## config.mk

```make
export PLATFORM = sky130hd
export DESIGN_NAME = regfile_sb
export DESIGN_NICKNAME = d
export VERILOG_FILES = /design/src/rtl/regfile_sb.sv
export SDC_FILE = /design/constraint.sdc
export NUM_CORES = 2
export LEC_CHECK = 0
export BUFFER_PORTS_ARGS = -buffer_cell sky130_fd_sc_hd__buf_4
export CAP_MARGIN = 20
export CORE_MARGIN = 2
export CORE_UTILIZATION = 45
export DETAILED_ROUTE_END_ITERATION = 8
export PLACE_DENSITY = 0.62
export SYNTH_ARGS = -nofsm -noshare
export SYNTH_HDL_FRONTEND = slang
export SYNTH_SLANG_ARGS = --single-unit
```

## constraint.sdc

```tcl
create_clock -name clk -period 8.6 [get_ports clk]
set_input_delay 0.86 -clock clk [delete_from_list [all_inputs] [get_ports clk]]
set_output_delay 0.86 -clock clk [all_outputs]
set_load 0.03 [all_outputs]
```

## src/rtl/regfile_sb.sv

```systemverilog
// Parametrised register file with two combinational read ports, one rising-edge
// write port, optional hardwired zero register and a per-register busy scoreboard.
module regfile_sb #(
  parameter int WIDTH    = 32,
  parameter int DEPTH    = 32,
  parameter int AW       = 5,
  parameter int ZERO_REG = 1,
  parameter int BYPASS   = 1
) (
  input  logic             clk,
  input  logic             rst_n,
  input  logic [AW-1:0]    ra_addr,
  input  logic [AW-1:0]    rb_addr,
  output logic [WIDTH-1:0] ra_data,
  output logic [WIDTH-1:0] rb_data,
  output logic             ra_ready,
  output logic             rb_ready,
  input  logic             wr_en,
  input  logic [AW-1:0]    wr_addr,
  input  logic [WIDTH-1:0] wr_data,
  input  logic             rsv_en,
  input  logic [AW-1:0]    rsv_addr,
  output logic             rsv_waw,
  output logic [AW:0]      busy_cnt
);

  localparam bit ZR = (ZERO_REG != 0);
  localparam bit BP = (BYPASS != 0);

  logic [WIDTH-1:0] regs_q [DEPTH];
  logic [WIDTH-1:0] regs_d [DEPTH];
  logic [DEPTH-1:0] busy_q;
  logic [DEPTH-1:0] busy_d;
  logic [AW:0]      busy_cnt_q;
  logic [AW:0]      busy_cnt_d;
  logic             wr_ok;

  assign wr_ok = wr_en & ~(ZR & (wr_addr == '0));

  always_comb begin
    regs_d = regs_q;
    if (wr_ok) begin
      regs_d[wr_addr] = wr_data;
    end
  end

  // Reservation is applied after the writeback clear so a same-cycle
  // reserve of the register being written leaves it busy.
  always_comb begin
    busy_d = busy_q;
    for (int i = 0; i < DEPTH; i++) begin
      if (wr_en && (wr_addr == AW'(i))) begin
        busy_d[i] = 1'b0;
      end
      if (rsv_en && (rsv_addr == AW'(i))) begin
        busy_d[i] = 1'b1;
      end
    end
    if (ZR) begin
      busy_d[0] = 1'b0;
    end
  end

  always_comb begin
    busy_cnt_d = '0;
    for (int i = 0; i < DEPTH; i++) begin
      busy_cnt_d = busy_cnt_d + {{AW{1'b0}}, busy_d[i]};
    end
  end

  always_ff @(posedge clk or negedge rst_n) begin
    if (!rst_n) begin
      for (int i = 0; i < DEPTH; i++) begin
        regs_q[i] <= '0;
      end
      busy_q     <= '0;
      busy_cnt_q <= '0;
    end else begin
      regs_q     <= regs_d;
      busy_q     <= busy_d;
      busy_cnt_q <= busy_cnt_d;
    end
  end

  // The zero register takes priority over forwarding of an (ignored) write.
  always_comb begin
    ra_data  = regs_q[ra_addr];
    ra_ready = ~busy_q[ra_addr];
    if (ZR && (ra_addr == '0)) begin
      ra_data  = '0;
      ra_ready = 1'b1;
    end else if (BP && wr_en && (wr_addr == ra_addr)) begin
      ra_data  = wr_data;
      ra_ready = 1'b1;
    end
  end

  always_comb begin
    rb_data  = regs_q[rb_addr];
    rb_ready = ~busy_q[rb_addr];
    if (ZR && (rb_addr == '0)) begin
      rb_data  = '0;
      rb_ready = 1'b1;
    end else if (BP && wr_en && (wr_addr == rb_addr)) begin
      rb_data  = wr_data;
      rb_ready = 1'b1;
    end
  end

  assign rsv_waw  = rsv_en & busy_q[rsv_addr] & ~(wr_en & (wr_addr == rsv_addr))
                  & ~(ZR & (rsv_addr == '0));
  assign busy_cnt = busy_cnt_q;

endmodule

```

==> flow_summary.json <==
{
  "grt_remaining_overflow": 0,
  "cts_tree": "done",
  "required_ns": 9.26,
  "yosys_most_used_dff": "sky130_fd_sc_hd__dfrtp_1",
  "final-max-slew-violation-count": 0,
  "fp.dieW_um": 362,
  "initial_util": 0.452,
  "n_fill_cell": 10700,
  "final_antenna_net_count": 0,
  "vdd_drop_max_mv": 0.499,
  "ys_seq_area_frac": 0.462,
  "dpl_worst_slack_ns": 1.48,
  "setup_viol": 0,
  "clock_tree.buffer_depth": 3,
  "tritoncts.num_buffers": 117,
  "area_delta_synth_final_pct": 10.6,
  "crit_fanout": 33,
  "period_needed_ns": 6.38,
  "syn-num-nets": 3925,
  "htreeDepth": 3,
  "syn-mean-instance-area_um2": 15.0,
  "cts.repair.resized": 0,
  "detail_route.vias_per_cell": 6.78,
  "chipHeight_um": 362,
  "outcome": "finished clean",
  "dpl.hpwl_um": 100000,
  "worstSkewPairLatency_ns": 0.74,
  "setup.worst_path.class": "primary input to flip-flop",
  "final-hold-violation-count": 0,
  "drt_pre_antenna_iters": 5,
  "timing.critical_path.arrival_ns": 7.03,
  "holdBufCountCts": 0,
  "hold_crit_path_type": "primary input to asynchronous set/reset pin",
  "power.leakage_nw": 27.4,
  "top_layer_used": "met5",
  "grt_first_pass_wirelength_um": 275000,
  "pwr_density_cell_nw_per_um2": 260,
  "drive_above_1_share": 0.519,
  "grt_setup_unrepaired": "no",
  "post_synth_edffs": 0,
  "postSynth.asyncResetShare": 1.00,
  "timing.max_cap.violations": 0,
  "fmax_mhz": 157,
  "dr_total_vias": 37300,
  "initial_antenna_violation_count": 4,
  "synth_top_area_share": 0.462,
  "synth_top_cells_by_area": "sky130_fd_sc_hd__dfrtp_1 46%, sky130_fd_sc_hd__mux4_2 21%, sky130_fd_sc_hd__mux2_2 20%, sky130_fd_sc_hd__a22oi_1 1.7%, sky130_fd_sc_hd__mux2i_1 1.5%",
  "drc": 0,
  "max_slew.worst_pin.slew_ns": 1.17,
  "worst_slew_margin_rel": 0.221,
  "wirelength_met1_um": 81500,
  "post_layout_net_count": 3822,
  "cts_clk_pin_slew_worst_paths_ns": 0.06,
  "tns_ns": 0,
  "pin_count_of_the_biggest_net_entering_global_routing": 163,
  "setup.worst_path.end_class": "flip-flop",
  "synth_cell_types": 56,
  "postSynthRegisterBits": 1061,
  "route.final.wire_length_um": 188000,
  "root_buffer": "sky130_fd_sc_hd__clkbuf_16",
  "timing.final.crit_share": 0.741,
  "most_numerous_cell_types_in_the_synthesized_netlist": "1,061 x sky130_fd_sc_hd__dfrtp_1, 998 x sky130_fd_sc_hd__mux2_2, 524 x sky130_fd_sc_hd__mux4_2, 209 x sky130_fd_sc_hd__clkbuf_1, 132 x sky130_fd_sc_hd__buf_2",
  "route.detailed.wl_per_inst_um": 34.2,
  "synthCells": 3839,
  "cts_setup_buffers": 0,
  "finalClockSkew_ns": 0.0129,
  "coreArea_um2": 127000,
  "dr_wl_met2_um": 84600,
  "detailroute.wirelength.met3_um": 15400,
  "globalRouteTotalUtil": 0.290,
  "timing.critical_path.from_type": "primary input",
  "first_global_vias": 37900,
  "synth.largest_area_cell": "sky130_fd_sc_hd__dfrtp_1",
  "io_pins": 129,
  "port_buffers": 128,
  "dieArea_um2": 131000,
  "timing.final.ws_setup_ns": 2.22,
  "drtIter0Drc": 3647,
  "synth.cell_area_um2": 57500,
  "yosys_warnings": 0,
  "routabilityCongestion": 0.879,
  "synthMostInstantiatedCell": "sky130_fd_sc_hd__dfrtp_1",
  "row_count": 131,
  "clock_sink_count": 1061
}
[cell type report]
type | instances | area (um^2) | area share
clock buffer | 181 | 3600 | 0.0566
sequential | 1061 | 26600 | 0.417
inverter | 49 | 184 | 0.00289
multi-input combinational | 2296 | 29100 | 0.457
antenna | 3 | 7.51 | 0.000118
timing repair buffer | 211 | 1780 | 0.0280
clock inverter | 40 | 372 | 0.00584
tap | 1662 | 2080 | 0.0327
[critical path, cell delays in order]
cell and delay, ns:
sky130_fd_sc_hd__buf_4 0.18, sky130_fd_sc_hd__nor3b_1 0.81, sky130_fd_sc_hd__nand2_2 0.07, sky130_fd_sc_hd__buf_4 0.43, sky130_fd_sc_hd__a22o_1 0.34, sky130_fd_sc_hd__fa_1 0.54
sky130_fd_sc_hd__inv_1 0.05, sky130_fd_sc_hd__fa_1 0.48, sky130_fd_sc_hd__inv_1 0.05, sky130_fd_sc_hd__fa_1 0.47, sky130_fd_sc_hd__fa_1 0.56, sky130_fd_sc_hd__inv_1 0.05
sky130_fd_sc_hd__fa_1 0.45, sky130_fd_sc_hd__fa_1 0.50, sky130_fd_sc_hd__fa_1 0.16, sky130_fd_sc_hd__inv_1 0.06, sky130_fd_sc_hd__fa_1 0.46, sky130_fd_sc_hd__a21o_1 0.19
sky130_fd_sc_hd__a21oi_1 0.16, sky130_fd_sc_hd__xnor2_1 0.14
[routing by layer]
| metal | track usage | up-vias |
|---|---|---|
| met4 | 0.105 | 2 |
| met3 | 0.0595 | 346 |
| met2 | 0.432 | 1708 |
| met5 | 0 | - |
| li1 | - | 14700 |
| met1 | 0.421 | 20600 |
[path summary, 6_finish.rpt]
kind,startpoint,to,slack (ns),cells after the start
worst max-delay path,wr_addr[4],busy_cnt[4]$_DFF_PN0_,2.22,20
worst min-delay path,rst_n,regs_q[868]$_DFFE_PN0P_,0.11,1
worst max register to register,busy_q[24]$_DFF_PN0_,busy_cnt[4]$_DFF_PN0_,3.47,15
worst min register to register,regs_q[999]$_DFFE_PN0P_,regs_q[999]$_DFFE_PN0P_,0.40,0
max in group asynchronous,rst_n,regs_q[19]$_DFFE_PN0P_,6.47,3
min in group clk,regs_q[999]$_DFFE_PN0P_,regs_q[999]$_DFFE_PN0P_,0.40,0
[logic make-up (layout without fill, tap and decap cells)]
| logic type | after synthesis | count (layout) | synth area share |
|---|---|---|---|
| AO/OA/AOI/OAI | 406 | 406 | 0.0514 |
| XOR/XNOR | 18 | 18 | 0.00274 |
| adder cells (fa/ha/maj) | 30 | 30 | 0.00953 |
| buffers and inverters | 482 | 481 | 0.0387 |
| flip-flops | 1061 | 1061 | 0.462 |
| multiplexers | 1607 | 1607 | 0.415 |
| other | 0 | 3 | 0 |
| AND/OR/NAND/NOR | 235 | 235 | 0.0209 |
[metrics by stage]
step / hold WS [ns] / power (mW) / cell area, um^2 / util / cells
after floorplan: 0.438 / 10.2 / 57500 / - / 3839
final: 0.106 / 16.6 / 63600 / 0.500 / 5503
after CTS: 0.0996 / 16.6 / 63600 / 0.500 / 5498
after global placement: 0.375 / 11.4 / 59600 / 0.469 / 5277
after detailed placement: 0.383 / 11.5 / 59600 / 0.469 / 5277
after global routing: 0.150 / 17.4 / 63600 / 0.500 / 5502
[cell usage in the layout (no fill, tap or decap), drive strengths merged, types with 5 or more instances in the layout]
cell,synthesis,layout
dfrtp,1061,1061
mux2,998,998
mux4,524,524
buf,224,211
clkbuf,209,181
a22oi,128,128
mux2i,85,85
nand2,80,80
a211oi,59,59
a21oi,57,57
inv,48,53
a22o,48,48
nor2,43,43
nor2b,39,39
o22ai,37,37
clkinv,1,30
a221o,25,25
fa,23,23
o21ai,19,19
nand3,14,14
xnor2,12,12
nor3b,10,10
a2111oi,9,9
nand2b,9,9
ha,7,7
nor3,6,6
xor2,6,6
nand3b,6,6
and2,6,6
nand4,5,5
or2,5,5
[sequential cells by signal, summed over array words and instances (netlist names)]
signal	flops
busy_cnt	6
busy_q	31
regs_q	1024
[report_power, final]
part | internal (mW) | switching (mW) | leakage [nW]
clock network | 2.99 | 2.18 | 1.98
registers | 6.00 | 0.704 | 13.6
logic | 2.55 | 2.14 | 11.8
Note: power is estimated with default switching activity, not from simulation.
